--- config.mk ---
export PLATFORM = sky130hd
export DESIGN_NAME = mips_multicycle_ctrl
export DESIGN_NICKNAME = d
export VERILOG_FILES = /design/src/rtl/mips_multicycle_ctrl.sv
export SDC_FILE = /design/constraint.sdc
export NUM_CORES = 1
export LEC_CHECK = 0
export CAP_MARGIN = 40
export CORE_UTILIZATION = 52
export CTS_BUF_LIST = sky130_fd_sc_hd__clkbuf_4 sky130_fd_sc_hd__clkbuf_8
export DETAILED_ROUTE_END_ITERATION = 16
export PLACE_DENSITY = 0.83
export SLEW_MARGIN = 20
export SYNTH_ARGS = -nofsm -noshare
export SYNTH_HDL_FRONTEND = slang
export SYNTH_SLANG_ARGS = --single-unit
--- constraint.sdc ---
create_clock -name clk -period 2.2 [get_ports clk]
set_clock_uncertainty 0.1 [all_clocks]
set_input_delay 0.22 -clock clk [delete_from_list [all_inputs] [get_ports clk]]
set_output_delay 0.22 -clock clk [all_outputs]
set_load 0.03 [all_outputs]
--- src/rtl/mips_multicycle_ctrl.sv ---
// -----------------------------------------------------------------------------
// mips_multicycle_ctrl
//
// Multi-cycle control sequencer for a MIPS datapath. A Moore state machine
// steps each instruction through fetch, decode, execute, memory and
// write-back. The ALU and one shared instruction/data memory are therefore
// reused across cycles. Memory accesses use a request/ready handshake that
// accepts wait states and gives up after MEM_TIMEOUT cycles without ready.
//
// Parameters
//   MEM_TIMEOUT  cycles without mem_ready in a memory state before bus_err
//                is raised (2..255)
//
// Ports
//   clk          system clock, rising edge
//   reset        asynchronous, active-low reset
//   opcode       instruction[31:26] from the IR
//   zero         ALU zero flag
//   mem_ready    memory accepted/completed the access this cycle
//   mem_req      memory access request
//   mem_read     access is a read
//   mem_write    access is a write
//   iord         address select: 0 = PC, 1 = ALUOut
//   ir_write     load instruction register
//   pc_en        PC load enable
//   pc_src       00 = ALU result, 01 = ALUOut, 10 = jump target
//   alu_src_a    0 = PC, 1 = register A
//   alu_src_b    00 = B, 01 = 1, 10 = sext imm, 11 = sext imm << 2
//   alu_op       00 = add, 01 = sub, 10 = funct field
//   reg_dst      1 = rd, 0 = rt
//   memto_reg    1 = MDR, 0 = ALUOut
//   reg_write    register file write enable
//   illegal_op   one-cycle pulse on an unsupported opcode
//   bus_err      one-cycle pulse on a memory timeout
//   state        current state (debug)
//   cycle_cnt    free-running cycle counter
//   retired_cnt  completed-instruction counter
// -----------------------------------------------------------------------------
module mips_multicycle_ctrl #(
   parameter int unsigned MEM_TIMEOUT = 16
) (
   input  logic        clk,
   input  logic        reset,
   input  logic [5:0]  opcode,
   input  logic        zero,
   input  logic        mem_ready,
   output logic        mem_req,
   output logic        mem_read,
   output logic        mem_write,
   output logic        iord,
   output logic        ir_write,
   output logic        pc_en,
   output logic [1:0]  pc_src,
   output logic        alu_src_a,
   output logic [1:0]  alu_src_b,
   output logic [1:0]  alu_op,
   output logic        reg_dst,
   output logic        memto_reg,
   output logic        reg_write,
   output logic        illegal_op,
   output logic        bus_err,
   output logic [3:0]  state,
   output logic [31:0] cycle_cnt,
   output logic [31:0] retired_cnt
);

   // State encoding is visible on the debug port, so the codes are fixed.
   localparam logic [3:0] S_FETCH  = 4'd0;
   localparam logic [3:0] S_DECODE = 4'd1;
   localparam logic [3:0] S_MEMADR = 4'd2;
   localparam logic [3:0] S_MEMRD  = 4'd3;
   localparam logic [3:0] S_MEMWB  = 4'd4;
   localparam logic [3:0] S_MEMWR  = 4'd5;
   localparam logic [3:0] S_EXEC   = 4'd6;
   localparam logic [3:0] S_ALUWB  = 4'd7;
   localparam logic [3:0] S_BRANCH = 4'd8;
   localparam logic [3:0] S_JUMP   = 4'd9;
   localparam logic [3:0] S_ADDIEX = 4'd10;
   localparam logic [3:0] S_ADDIWB = 4'd11;

   localparam logic [5:0] OP_RTYPE = 6'b000000;
   localparam logic [5:0] OP_LW    = 6'b100011;
   localparam logic [5:0] OP_SW    = 6'b101011;
   localparam logic [5:0] OP_BEQ   = 6'b000100;
   localparam logic [5:0] OP_J     = 6'b000010;
   localparam logic [5:0] OP_ADDI  = 6'b001000;

   localparam logic [7:0] WAIT_LIMIT = 8'(MEM_TIMEOUT - 1);

   generate
      if (MEM_TIMEOUT < 2 || MEM_TIMEOUT > 255) begin : g_bad_timeout
         $error("MEM_TIMEOUT must be in 2..255");
      end
   endgenerate

   logic [3:0] next_state;
   logic [7:0] wait_cnt;
   logic       mem_state;
   logic       timeout;
   logic       retire;

   // States that wait on the memory handshake; mem_ready is ignored elsewhere.
   assign mem_state = (state == S_FETCH) || (state == S_MEMRD) || (state == S_MEMWR);

   // A ready arriving on the limit cycle wins over the timeout.
   assign timeout = mem_state && !mem_ready && (wait_cnt == WAIT_LIMIT);

   // ---------------------------------------------------------------------------
   // Next-state logic
   // ---------------------------------------------------------------------------
   always_comb begin
      // NOTE: every variable gets a default first so no path infers a latch.
      next_state = state;
      illegal_op = 1'b0;
      case (state)
         S_FETCH: begin
            if (mem_ready)    next_state = S_DECODE;
            else if (timeout) next_state = S_FETCH;   // re-fetch the same PC
         end
         S_DECODE: begin
            case (opcode)
               OP_RTYPE:       next_state = S_EXEC;
               OP_LW, OP_SW:   next_state = S_MEMADR;
               OP_BEQ:         next_state = S_BRANCH;
               OP_J:           next_state = S_JUMP;
               OP_ADDI:        next_state = S_ADDIEX;
               default: begin
                  next_state = S_FETCH;
                  illegal_op = 1'b1;
               end
            endcase
         end
         S_MEMADR: begin
            // Opcode is held from the IR, so only lw/sw can reach here.
            if (opcode == OP_LW)      next_state = S_MEMRD;
            else if (opcode == OP_SW) next_state = S_MEMWR;
            else                      next_state = S_FETCH;
         end
         S_MEMRD: begin
            if (mem_ready)    next_state = S_MEMWB;
            else if (timeout) next_state = S_FETCH;
         end
         S_MEMWB:  next_state = S_FETCH;
         S_MEMWR: begin
            if (mem_ready || timeout) next_state = S_FETCH;
         end
         S_EXEC:   next_state = S_ALUWB;
         S_ALUWB:  next_state = S_FETCH;
         S_BRANCH: next_state = S_FETCH;
         S_JUMP:   next_state = S_FETCH;
         S_ADDIEX: next_state = S_ADDIWB;
         S_ADDIWB: next_state = S_FETCH;
         default:  next_state = S_FETCH;             // codes 12..15 recover
      endcase
   end

   // Completed instructions only; illegal-opcode and timeout exits do not count.
   always_comb begin
      retire = 1'b0;
      case (state)
         S_MEMWB, S_ALUWB, S_BRANCH, S_JUMP, S_ADDIWB: retire = 1'b1;
         S_MEMWR: retire = mem_ready;
         default: retire = 1'b0;
      endcase
   end

   // ---------------------------------------------------------------------------
   // Moore output decode (pc_en and ir_write additionally gated by zero/ready)
   // ---------------------------------------------------------------------------
   always_comb begin
      mem_req   = 1'b0;
      mem_read  = 1'b0;
      mem_write = 1'b0;
      iord      = 1'b0;
      ir_write  = 1'b0;
      pc_en     = 1'b0;
      pc_src    = 2'b00;
      alu_src_a = 1'b0;
      alu_src_b = 2'b00;
      alu_op    = 2'b00;
      reg_dst   = 1'b0;
      memto_reg = 1'b0;
      reg_write = 1'b0;
      case (state)
         S_FETCH: begin
            mem_req   = 1'b1;
            mem_read  = 1'b1;
            alu_src_b = 2'b01;             // PC + 1
            ir_write  = mem_ready;
            pc_en     = mem_ready;
         end
         S_DECODE: begin
            alu_src_b = 2'b11;             // precompute branch target
         end
         S_MEMADR, S_ADDIEX: begin
            alu_src_a = 1'b1;
            alu_src_b = 2'b10;
         end
         S_MEMRD: begin
            mem_req  = 1'b1;
            mem_read = 1'b1;
            iord     = 1'b1;
         end
         S_MEMWB: begin
            reg_write = 1'b1;
            memto_reg = 1'b1;
         end
         S_MEMWR: begin
            mem_req   = 1'b1;
            mem_write = 1'b1;
            iord      = 1'b1;
         end
         S_EXEC: begin
            alu_src_a = 1'b1;
            alu_op    = 2'b10;
         end
         S_ALUWB: begin
            reg_write = 1'b1;
            reg_dst   = 1'b1;
         end
         S_BRANCH: begin
            alu_src_a = 1'b1;
            alu_op    = 2'b01;
            pc_src    = 2'b01;
            pc_en     = zero;
         end
         S_JUMP: begin
            pc_src = 2'b10;
            pc_en  = 1'b1;
         end
         S_ADDIWB: begin
            reg_write = 1'b1;
         end
         default: ;
      endcase
   end

   assign bus_err = timeout;

   // ---------------------------------------------------------------------------
   // State, wait counter and performance counters
   // ---------------------------------------------------------------------------
   always_ff @(posedge clk or negedge reset) begin
      if (!reset) begin
         state       <= S_FETCH;
         wait_cnt    <= 8'd0;
         cycle_cnt   <= 32'd0;
         retired_cnt <= 32'd0;
      end else begin
         // NOTE: non-blocking assignments keep all registers updating from
         // the same pre-edge values.
         state     <= next_state;
         cycle_cnt <= cycle_cnt + 32'd1;
         if (retire && next_state == S_FETCH) retired_cnt <= retired_cnt + 32'd1;
         // Counting only while stalled in a memory state means any state
         // change or ready leaves the counter at zero for the next access.
         if (mem_state && !mem_ready && !timeout) wait_cnt <= wait_cnt + 8'd1;
         else                                     wait_cnt <= 8'd0;
      end
   end

endmodule

==> results_dict.tcl <==
set metrics [dict create \
    post_drt_via_cell_ratio 5.59 \
    reg2reg_depth 5 \
    dp_worst_setup_slack_ps 118 \
    critPathMaxFanout 12 \
    syn_nets 402 \
    drv_cap 0 \
    synthArstFlopShare_pct 100 \
    synth_most_common_cell "dfrtp_1" \
    crit_path_end_kind "output pin" \
    h-tree-depth 3 \
    drt_wl_total_um 9200 \
    ir_worst_vdd_mv 0.397 \
    clock_tree.root_cell "clkbuf_8" \
    setup_viol 0 \
    floorplan.initialDensity_pct 54.6 \
    relSlewSlack_pct 72.1 \
    status "complete, no violations" \
    drive_above_1_share_pct 15.2 \
    crit_type "reg -> out" \
    clockBufferDepth 2 \
    clk_pin_slew_worst_paths_ps 80 \
    synth_top_area_cell "dfrtp_1" \
    setup_ws_ps 85.6 \
    antenna_found_initial 0 \
    io_pins 96 \
    drc 0 \
    wl_per_cell_um 15.2 \
    grt-ovfl-total 0 \
    min_period_over_period_pct 96.1 \
    tightest_slew_ps 419 \
    dr.first_iter.drc_count 99 \
    r2r_start "state[3]" \
    drv_slew 0 \
    clock_sinks 76 \
    dp.cells 583 \
    antenna_cells 0 \
    rows 31 \
    fin_setup_tns_ps 0 \
    synth-edff-count 0 \
    p_leak_nw 2.25 \
    ant_nets 0 \
    portBuffers 95 \
    grt_max_degree 33 \
    reg2reg_slack_ps 200 \
    finalHoldViolCount 0 \
    ys_warn_count 0 \
    dr.pass1.iters 4 \
    dp_hpwl_um 6370 \
    die_y_um 89.9 \
    clk_latency_ps 350 \
    syn_area_per_cell_um2 10.3 \
    worstPathRequired_ps 1880 \
    synthFlopType "dfrtp_1" \
    hold_class "in -> async" \
    grt_pass1_wl_um 15900 \
    cts_tree "yes" \
    power.density_mw_per_mm2 599 \
    grt_use_total_pct 24.1 \
    synth.top_cell.area_share_pct 47.3 \
    rsz0062_at_grt "false" \
    fp.dieArea_mm2 0.00809 \
    synth_area_leaders "dfrtp_1 47%, xnor2_1 7.6%, xor2_1 7.4%" \
    post-route-min-period_ps 2110 \
    worst_ep_arrival_time_ps 1790 \
    core_mm2 0.00737 \
    vias 3389 \
    grt_pass1_vias 3260 \
    holdWs_ps 205 \
    fin_cells 606 \
    worstReg2RegEnd "retired_cnt[29]" \
    cts_buffers 9 \
    syn-instance-count 389 \
    synthToLayoutAreaGrowth_pct 36.8 \
    ys_seq_elements 76 \
    fill_cells 517 \
    synth.top_cells.by_count "76 x dfrtp_1, 35 x xnor2_1, 34 x xor2_1" \
    ys_types 41 \
    die_x_um 89.9 \
    fin_nets 515 \
    startpoint_type "flop" \
    yosysSeqAreaShare_pct 47.3 \
    fmax_mhz 473 \
    gp_congestion 0.826 \
    synth_area_mm2 0.00402 \
]
-- how the worst max path moves through the flow --
stage | from | endpoint
final | state[0] | bus_err
after global routing | state[0] | bus_err
after CTS | state[1] | bus_err
after detailed placement | mem_ready | retired_cnt[25]
after global placement | mem_ready | pc_en
after floorplan | state[0] | mem_read
-- sequential cells by signal, indices dropped and copies added (netlist names) --
signal and cells:
state 4, retired_cnt 32, cycle_cnt 32, wait_cnt 8
-- per-layer routing --
metal | up-vias | share of wire, % | global-route usage (%)
li1 | 1611 | - | -
met3 | 20 | 6.8 | 7.19
met2 | 102 | 46 | 39.0
met5 | - | 0 | 0
met4 | 0 | 1.6 | 6.99
met1 | 1656 | 46 | 31.3
-- cells in the final DEF (no fill, tap or decap), drive strengths merged, types with 2 or more instances in the layout --
cell type	instances
a2111oi	11
dfrtp	76
nand4	18
nand3	25
xnor2	35
nor3	11
or3	3
a31oi	2
or2	3
a211o	2
inv	9
dlygate4sd2	12
xor2	34
nor2	27
o21a	2
nor2b	6
clkbuf	12
nand2b	9
nor3b	4
and3	10
o21ai	4
buf	32
and4	8
nor4	13
nor4b	9
ha	3
bufinv	3
clkdlybuf4s50	76
a21oi	6
nand2	29
a211oi	2
o32ai	2
dlymetal6s2s	2
-- per-stage QoR --
stage | cell area (um2) | power (W) | util, %
finish | 5500 | 0.00330 | 74.6
global route | 5500 | 0.00343 | 74.6
CTS | 5460 | 0.00332 | 74.1
global placement | 5180 | 0.00198 | 70.3
detailed placement | 5180 | 0.00199 | 70.3
floorplan | 4050 | 0.00176 | -
-- worst max-delay path, cell delays in order, from the launching register on --
cell and delay, ps:
dfrtp_2 500, buf_6 160, or3_1 320, o21ai_2 110, nand2_2 90, nor2_1 110, buf_4 160
-- layout make-up --
type	instances	area [um2]	area share, %
repair buffers	124	1170	21.3
inverters	8	30.0	0.546
well taps	99	124	2.25
clock buffers	11	151	2.75
multi-input cells	283	2010	36.6
clock inverters	5	106	1.93
flip-flops and latches	76	1910	34.7
-- kinds of logic after synthesis --
| group | count (synthesis) | synth area share, % |
|---|---|---|
| buf+inv | 30 | 3.58 |
| simple gates | 176 | 25.1 |
| flops | 76 | 47.3 |
| fa+ha+maj | 3 | 0.934 |
| mux | 1 | 0.280 |
| xor+xnor | 69 | 15.0 |
| compound gates | 34 | 7.81 |
-- report_power, final --
group	switching, W	internal (W)	total, W
Clock	0.000514	0.000820	0.00133
Sequential	0.0000588	0.00143	0.00149
Combinational	0.000268	0.000201	0.000469
-- timing repair --
action / 4_1_cts / 5_1_grt
hold endpoints to repair: 54 / 0
setup buffers: 3 / 3
endpoints found under the setup margin: 16 / 5
gates cloned: 0 / 0
hold buffers: 1 / 0
resized for setup: 18 / 9
Note: power is estimated with default switching activity, not from simulation.
